### config.mk
export PLATFORM = sky130hd
export DESIGN_NAME = uart_tx_arbiter
export DESIGN_NICKNAME = d
export VERILOG_FILES = /design/src/rtl/uart_tx_arbiter.sv
export SDC_FILE = /design/constraint.sdc
export NUM_CORES = 1
export LEC_CHECK = 0
export BUFFER_PORTS_ARGS = -buffer_cell sky130_fd_sc_hd__buf_4
export CELL_PAD_IN_SITES_DETAIL_PLACEMENT = 1
export CELL_PAD_IN_SITES_GLOBAL_PLACEMENT = 1
export CORE_ASPECT_RATIO = 1.2
export CORE_UTILIZATION = 35
export CTS_BUF_LIST = sky130_fd_sc_hd__clkbuf_4 sky130_fd_sc_hd__clkbuf_8 sky130_fd_sc_hd__clkbuf_16
export DETAILED_ROUTE_END_ITERATION = 8
export PLACE_DENSITY_LB_ADDON = 0.1
export SKIP_CTS_REPAIR_TIMING = 1
export SLEW_MARGIN = 10
export SYNTH_ARGS = -nofsm -noshare
export SYNTH_HDL_FRONTEND = slang
export SYNTH_SLANG_ARGS = --single-unit
### constraint.sdc
create_clock -name clk -period 2.9 [get_ports clk]
set_clock_uncertainty 0.1 [all_clocks]
set_input_delay 0.58 -clock clk [delete_from_list [all_inputs] [get_ports clk]]
set_output_delay 0.58 -clock clk [all_outputs]
set_load 0.005 [all_outputs]
### src/rtl/uart_tx_arbiter.sv
// Round-robin arbiter sharing one UART transmitter among NUM_REQ byte requesters.
// Optional macro UART_ARB_TIMEOUT_EN adds a tx_busy-rise timeout with an err pulse.
module uart_tx_arbiter #(
  parameter  int NUM_REQ        = 4,
  parameter  int DATA_W         = 8,
  parameter  int TIMEOUT_CYCLES = 16,
  localparam int ID_W           = (NUM_REQ > 1) ? $clog2(NUM_REQ) : 1
) (
  input  logic                        clk,
  input  logic                        reset,
  input  logic [NUM_REQ-1:0]          req,
  input  logic [NUM_REQ*DATA_W-1:0]   req_data,
  output logic [NUM_REQ-1:0]          ack,
  output logic                        transmit,
  output logic [DATA_W-1:0]           TxData,
  input  logic                        tx_busy,
  output logic                        active,
  output logic [ID_W-1:0]             active_id,
  output logic                        err
);

  typedef enum logic [2:0] {
    S_IDLE,
    S_LAUNCH,
    S_WAIT_BUSY,
    S_WAIT_DONE,
    S_DONE
  } state_t;

  state_t              r_state;
  logic [ID_W-1:0]     r_rr;

  logic                w_found;
  logic [ID_W-1:0]     w_sel_id;
  logic [ID_W-1:0]     w_scan_idx;
  logic [DATA_W-1:0]   w_sel_data;
  logic [NUM_REQ-1:0]  w_ack_onehot;
  logic [ID_W-1:0]     w_rr_next;

  // NOTE: every signal gets a default before the scan so no path leaves it unassigned (no latch).
  always_comb begin
    w_found    = 1'b0;
    w_sel_id   = '0;
    w_scan_idx = '0;
    // Scan from the farthest offset down so the last hit is the one nearest the pointer.
    for (int k = NUM_REQ - 1; k >= 0; k--) begin
      w_scan_idx = ID_W'((int'(r_rr) + k) % NUM_REQ);
      if (req[w_scan_idx]) begin
        w_found  = 1'b1;
        w_sel_id = w_scan_idx;
      end
    end
  end

  always_comb begin
    w_sel_data              = req_data[w_sel_id * DATA_W +: DATA_W];
    w_ack_onehot            = '0;
    w_ack_onehot[active_id] = 1'b1;
    w_rr_next = (active_id == ID_W'(NUM_REQ - 1)) ? '0 : active_id + 1'b1;
  end

`ifdef UART_ARB_TIMEOUT_EN
  localparam int CNT_W = (TIMEOUT_CYCLES > 1) ? $clog2(TIMEOUT_CYCLES + 1) : 1;
  logic [CNT_W-1:0] r_to_cnt;
  logic             r_err;
  assign err = r_err;
`else
  assign err = 1'b0;
`endif

  // NOTE: all state and registered outputs update with non-blocking assignments.
  always_ff @(posedge clk) begin
    if (!reset) begin
      r_state   <= S_IDLE;
      r_rr      <= '0;
      ack       <= '0;
      transmit  <= 1'b0;
      TxData    <= '0;
      active    <= 1'b0;
      active_id <= '0;
`ifdef UART_ARB_TIMEOUT_EN
      r_to_cnt  <= '0;
      r_err     <= 1'b0;
`endif
    end else begin
      case (r_state)
        S_IDLE: begin
          if (!tx_busy && w_found) begin
            active_id <= w_sel_id;
            TxData    <= w_sel_data;
            transmit  <= 1'b1;
            active    <= 1'b1;
            r_state   <= S_LAUNCH;
          end
        end

        S_LAUNCH: begin
          transmit <= 1'b0;
`ifdef UART_ARB_TIMEOUT_EN
          r_to_cnt <= '0;
`endif
          r_state  <= tx_busy ? S_WAIT_DONE : S_WAIT_BUSY;
        end

        S_WAIT_BUSY: begin
`ifdef UART_ARB_TIMEOUT_EN
          if (tx_busy) begin
            r_state <= S_WAIT_DONE;
          end else if (r_to_cnt == CNT_W'(TIMEOUT_CYCLES - 1)) begin
            // Transmitter never started: close the grant so the bus is not lost.
            ack     <= w_ack_onehot;
            r_err   <= 1'b1;
            r_state <= S_DONE;
          end else begin
            r_to_cnt <= r_to_cnt + 1'b1;
          end
`else
          if (tx_busy) begin
            r_state <= S_WAIT_DONE;
          end
`endif
        end

        S_WAIT_DONE: begin
          if (!tx_busy) begin
            ack     <= w_ack_onehot;
            r_state <= S_DONE;
          end
        end

        S_DONE: begin
          ack     <= '0;
          active  <= 1'b0;
          r_rr    <= w_rr_next;
`ifdef UART_ARB_TIMEOUT_EN
          r_err   <= 1'b0;
`endif
          r_state <= S_IDLE;
        end

        default: begin
          r_state <= S_IDLE;
        end
      endcase
    end
  end

endmodule
==> results of run 1 <==
## state kept, by name, summed over array words and instances (netlist names)
signal,cells
active_id,2
transmit,1
TxData,8
active,1
r_rr,2
r_state,3
ack,4
## per-stage QoR
stage                      util  cells  instance area (um^2)
after detailed placement  0.505    210                  1590
after global routing      0.515    214                  1620
final                     0.515    214                  1620
after global placement    0.505    210                  1590
after CTS                 0.515    214                  1620
after floorplan               -    124                  1190
## final timing paths
path            from        end  slack (ps)  depth (start not counted)
max           req[3]  TxData[2]        1200                          6
min           ack[2]     ack[2]         360                          2
max reg2reg  r_rr[1]  TxData[2]        1240                          5
min reg2reg   ack[2]     ack[2]         360                          2
## synth_stat cells (2+ instances only)
| master | number | area (um^2) |
|---|---|---|
| dfxtp_1 | 21 | 420 |
| mux2i_1 | 19 | 190 |
| nand2_1 | 14 | 52.6 |
| nand3_1 | 12 | 60.1 |
| o221ai_1 | 8 | 70.1 |
| a21oi_1 | 6 | 30.0 |
| nor2_1 | 5 | 18.8 |
| a21boi_1 | 4 | 30.0 |
| ha_1 | 4 | 50.1 |
| inv_1 | 3 | 11.3 |
| nor2b_1 | 3 | 18.8 |
| nor3_1 | 3 | 15.0 |
| nand3b_1 | 2 | 15.0 |
## logic make-up after synthesis
kind of cell    share of synthesized area
simple gates                        0.240
compound gates                      0.140
flops                               0.354
mux                                 0.160
buf+inv                            0.0601
fa+ha+maj                          0.0422
other cells                       0.00316
## worst min-delay path, stage by stage, from the launching register on
cell     delay (ps)
dfxtp_1         330
nand2_1          50
a21oi_1          50
## area by class of cell
cell class	count	area, um^2
clock buffers	4	30.0
fillers	384	1520
inverters	3	11.3
multi-input cells	95	696
flip-flops and latches	21	420
well taps	36	45.0
repair buffers	55	413
## power groups by stage
| stage | clock (mW) | combinational, mW | sequential (mW) |
|---|---|---|---|
| 2_1_floorplan | 0 | 0.0833 | 0.329 |
| 3_3_place_gp | 0 | 0.157 | 0.330 |
| 3_5_place_dp | 0 | 0.164 | 0.331 |
| 4_1_cts | 0.155 | 0.165 | 0.325 |
| 5_1_grt | 0.172 | 0.177 | 0.327 |
| 6_report | 0.150 | 0.161 | 0.324 |
## metal layers
layer / vias to the layer above / GRT usage
met2: 34 / 0.392
met3: 4 / 0.0276
met5: - / 0
met4: 0 / 0.0781
met1: 537 / 0.185
li1: 561 / -
==> out/summary.txt, run 1 <==
Status = finished, final reports clean
Max transition margin = 0.650
Site row count = 22
Setup TNS = 0 ps
Total gr overflow = 0
Nets@finish = 222
CP required = 3020 ps
Synth async-reset ratio = 0
Crit. End Element = flip-flop
Latest clock arrival within the worst-skew pair = 300 ps
Critical path cell sequence = buf_4 > nor4_2 > nor2_1 > nand3b_1 > nand3_1 > o221ai_1
Max-Cap Viols = 0
GRT Total Usage = 0.196
Vias/cell = 5.31
Fmax = 587 MHz
Avg Cell Area, Syn = 9.58 um^2
CP delay by family, top = simple AND/OR/NAND/NOR gates
RSZ-0062 raised after global routing = false
Slew of the pin with the lowest slew margin = 520 ps
Synth warnings = 0
Dpl hpwl = 2560 um
Top Metal Used = met4
CTS H-tree depth = 1
Fin worst setup slack = 1200 ps
Internal power = 0.463 mW
Final Cycle Share = 0.587
Logic pwr share = 0.253
Maximum VDD drop = 0.183 mV
Hold Fails Final Rpt = 0
CTS tree = yes
Die Area = 3630 um^2
Pleak = 0.691 nW
Post-Route WL = 3130 um
Distinct cells, synth = 33
Largest net degree at the start of global routing = 23
First DRT Iteration DRCs = 13
# DRC = 0
Number of global-route vias before repair = 1,241
Die W = 55.2 um
DR WL met2 = 1840 um
GPL Wtd Cong = 0.749
Crit-path max cell delay = 420 ps
Pre-CTS setup slack = 842 ps
Wl on met1 = 1130 um
Post-layout min period = 1700 ps
Most frequent cells in the layout = 55 x buf_4, 21 x dfxtp_1, 19 x mux2i_1, 14 x nand2_1, 12 x nand3_1
Synth Register Bits = 21
Mapped Nets = 167
CP Launch Type = input port
Switching pwr = 0.172 mW
WP data arrival = 1820 ps
I/O Buffers = 54
Number of synthesized flops with an enable pin = 0
Mapped Area = 1190 um^2
Synth Instances = 124
CTS max path bufs = 2
Slowest-stage cell, CP = nor4_2
Initial antenna violation count = 0
Most used DFF post-synth = dfxtp_1
CTS buffer count = 3
Met3 Wirelength = 120 um
Layout cells sized above 1 = 0.376
Slew Viols, Final = 0
Global-route wire length before repair = 5110 um
Hold WC Path Type = reg -> reg
CP max FO = 9
Pwr dens = 393 nW/um^2
Fin Hold WS = 362 ps
Most common cell after layout, fill and taps aside = buf_4
Worst path bufs/invs = 1
TritonCTS Sinks = 21
Net Sw Frac = 0.271
Total Power = 0.635 mW
CTS clk-pin slew, worst paths = 120 ps
Seq pwr share = 0.511
Chip Height = 65.8 um
DRT Pass-1 Iters = 4
Final setup fails = 0
Post-synthesis sequential area ratio = 0.354
Routed WL per cell = 14.6 um
Ant. Diodes = 0
Core area = 3140 um^2
Antenna Violating Nets Remaining = 0
CTS root buffer = clkbuf_4
Crit path kind = in -> reg
# IOs = 56
DR vias = 1,136
Clock power share = 0.236
Initial core utilization = 0.378
Layout area overhead = 36.0%
Power figures use the tool's default switching activity.
==> run 2, diff against run 1 <==
--- a/config.mk
+++ b/config.mk
@@ -9,7 +9,7 @@
 export CELL_PAD_IN_SITES_DETAIL_PLACEMENT = 1
 export CELL_PAD_IN_SITES_GLOBAL_PLACEMENT = 1
 export CORE_ASPECT_RATIO = 1.2
-export CORE_UTILIZATION = 35
+export CORE_UTILIZATION = 30
 export CTS_BUF_LIST = sky130_fd_sc_hd__clkbuf_4 sky130_fd_sc_hd__clkbuf_8 sky130_fd_sc_hd__clkbuf_16
 export DETAILED_ROUTE_END_ITERATION = 8
 export PLACE_DENSITY_LB_ADDON = 0.1
==> constraint.sdc (replaced) <==
create_clock -name clk -period 1.4 [get_ports clk]
set_clock_uncertainty 0.1 [all_clocks]
set_input_delay 0.28 -clock clk [delete_from_list [all_inputs] [get_ports clk]]
set_output_delay 0.28 -clock clk [all_outputs]
set_load 0.005 [all_outputs]
==> out/summary.txt, run 2 (synthesized netlist as in run 1, its figures left out) <==
DRT Pass-1 Iters = 4
Nets@finish = 243
CTS H-tree depth = 1
Slowest-stage cell, CP = dfxtp_4
Maximum VDD drop = 0.347 mV
CP max FO = 6
Chip Height = 70.9 um
Max FFs per register = 8
Core area = 3720 um^2
Latest clock arrival within the worst-skew pair = 270 ps
Number of global-route vias before repair = 1,271
Final setup fails = 9
Hold Fails Final Rpt = 0
GRT Total Usage = 0.176
Layout cells sized above 1 = 0.503
Crit. End Element = flip-flop
Pleak = 0.843 nW
CTS clk-pin slew, worst paths = 80 ps
Fmax = 630 MHz
Pwr dens = 806 nW/um^2
Logic pwr share = 0.293
Vias/cell = 4.86
I/O Buffers = 54
Internal power = 1.13 mW
Post-Route WL = 3750 um
Global-route wire length before repair = 5590 um
Final instance area = 1940 um^2
RSZ-0062 raised after global routing = true
Largest net degree at the start of global routing = 23
First DRT Iteration DRCs = 23
Crit-path max cell delay = 370 ps
CTS buffer count = 3
Most frequent cells in the layout = 72 x buf_4, 18 x dfxtp_1, 17 x mux2i_1, 12 x nand2_1, 12 x nand3_1
DR vias = 1,219
Clock power share = 0.282
TritonCTS Sinks = 21
Site row count = 24
Net Sw Frac = 0.278
CP Launch Type = flip-flop
CP required = 1440 ps
Dpl hpwl = 2710 um
Post-layout min period = 1590 ps
Largest regs = TxData: 8 flops, ack: 4 flops, r_state: 3 flops
CTS tree = yes
Hold WC Path Type = in -> reg
Initial antenna violation count = 0
CP dominant cell by count = buf_12
Placed cell area = 1720 um^2
Initial core utilization = 0.319
WP data arrival = 1630 ps
CTS max path bufs = 2
Slew Viols, Final = 0
Total gr overflow = 0
Antenna Violating Nets Remaining = 0
Status = complete, but fails checks
Fin worst setup slack = -189 ps
Critical path cell sequence = nand2_2 > nand3b_1 > a2bb2oi_4 > buf_12 > buf_12 > mux2i_1 > o221ai_1
# DRC = 0
Total Power = 1.57 mW
Routed WL per cell = 14.9 um
GPL Wtd Cong = 0.741
Switching pwr = 0.436 mW
Crit path kind = reg -> reg
Most common cell after layout, fill and taps aside = buf_4
Violated checks = negative setup slack
Max-Cap Viols = 0
Die W = 59.4 um
Die Area = 4210 um^2
Seq pwr share = 0.425
Ant. Diodes = 0
Layout area overhead = 63.8%
Fin Hold WS = 211 ps
CTS root buffer = clkbuf_8
Largest Register = TxData
# IOs = 56
Final Cycle Share = 1.13
-- run 2: layout make-up --
type | instances | area (um^2)
tap | 52 | 65.1
inverter | 3 | 11.3
multi-input combinational | 95 | 781
sequential | 21 | 427
clock buffer | 4 | 48.8
timing repair buffer | 76 | 612
fill | 464 | 1780
-- run 2: path summary, 6_finish.rpt --
path / to / from / cells after the start / slack [ps]
worst max-delay path: TxData[4] / r_rr[1] / 7 / -190
worst min-delay path: TxData[2] / req_data[2] / 3 / 210
worst max register to register: TxData[4] / r_rr[1] / 7 / -190
worst min register to register: ack[2] / ack[2] / 2 / 350
-- run 2: worst max-delay path, delay by kind of cell (launching register included) --
kind | cells | cell delay (ps)
AO/OA/AOI/OAI | 2 | 320
AND/OR/NAND/NOR | 2 | 200
multiplexers | 1 | 210
flip-flops | 1 | 370
buffers and inverters | 2 | 260
-- run 2: power groups by stage --
stage	registers (mW)	clock network [mW]	logic (mW)
after floorplan	0.683	0	0.173
after global placement	0.682	0	0.382
after detailed placement	0.681	0	0.396
after CTS	0.668	0.449	0.398
after global routing	0.672	0.482	0.495
final	0.667	0.442	0.458
-- run 2: through the flow --
stage	util	setup slack [ps]	setup TNS [ps]	std cells
floorplan	-	-40.0	-251	124
detailed placement	0.463	-221	-2030	240
finish	0.522	-189	-1360	251
CTS	0.476	-195	-1520	244
global route	0.522	-285	-2000	251
global placement	0.463	-235	-2300	240
-- run 2: metal layers --
| metal | track usage | vias to the layer above | routed length [um] |
|---|---|---|---|
| li1 | - | 601 | - |
| met1 | 0.199 | 575 | 1480 |
| met2 | 0.317 | 37 | 2070 |
| met3 | 0.0311 | 6 | 140 |
| met4 | 0.0688 | 0 | 56 |
| met5 | 0 | - | 0 |
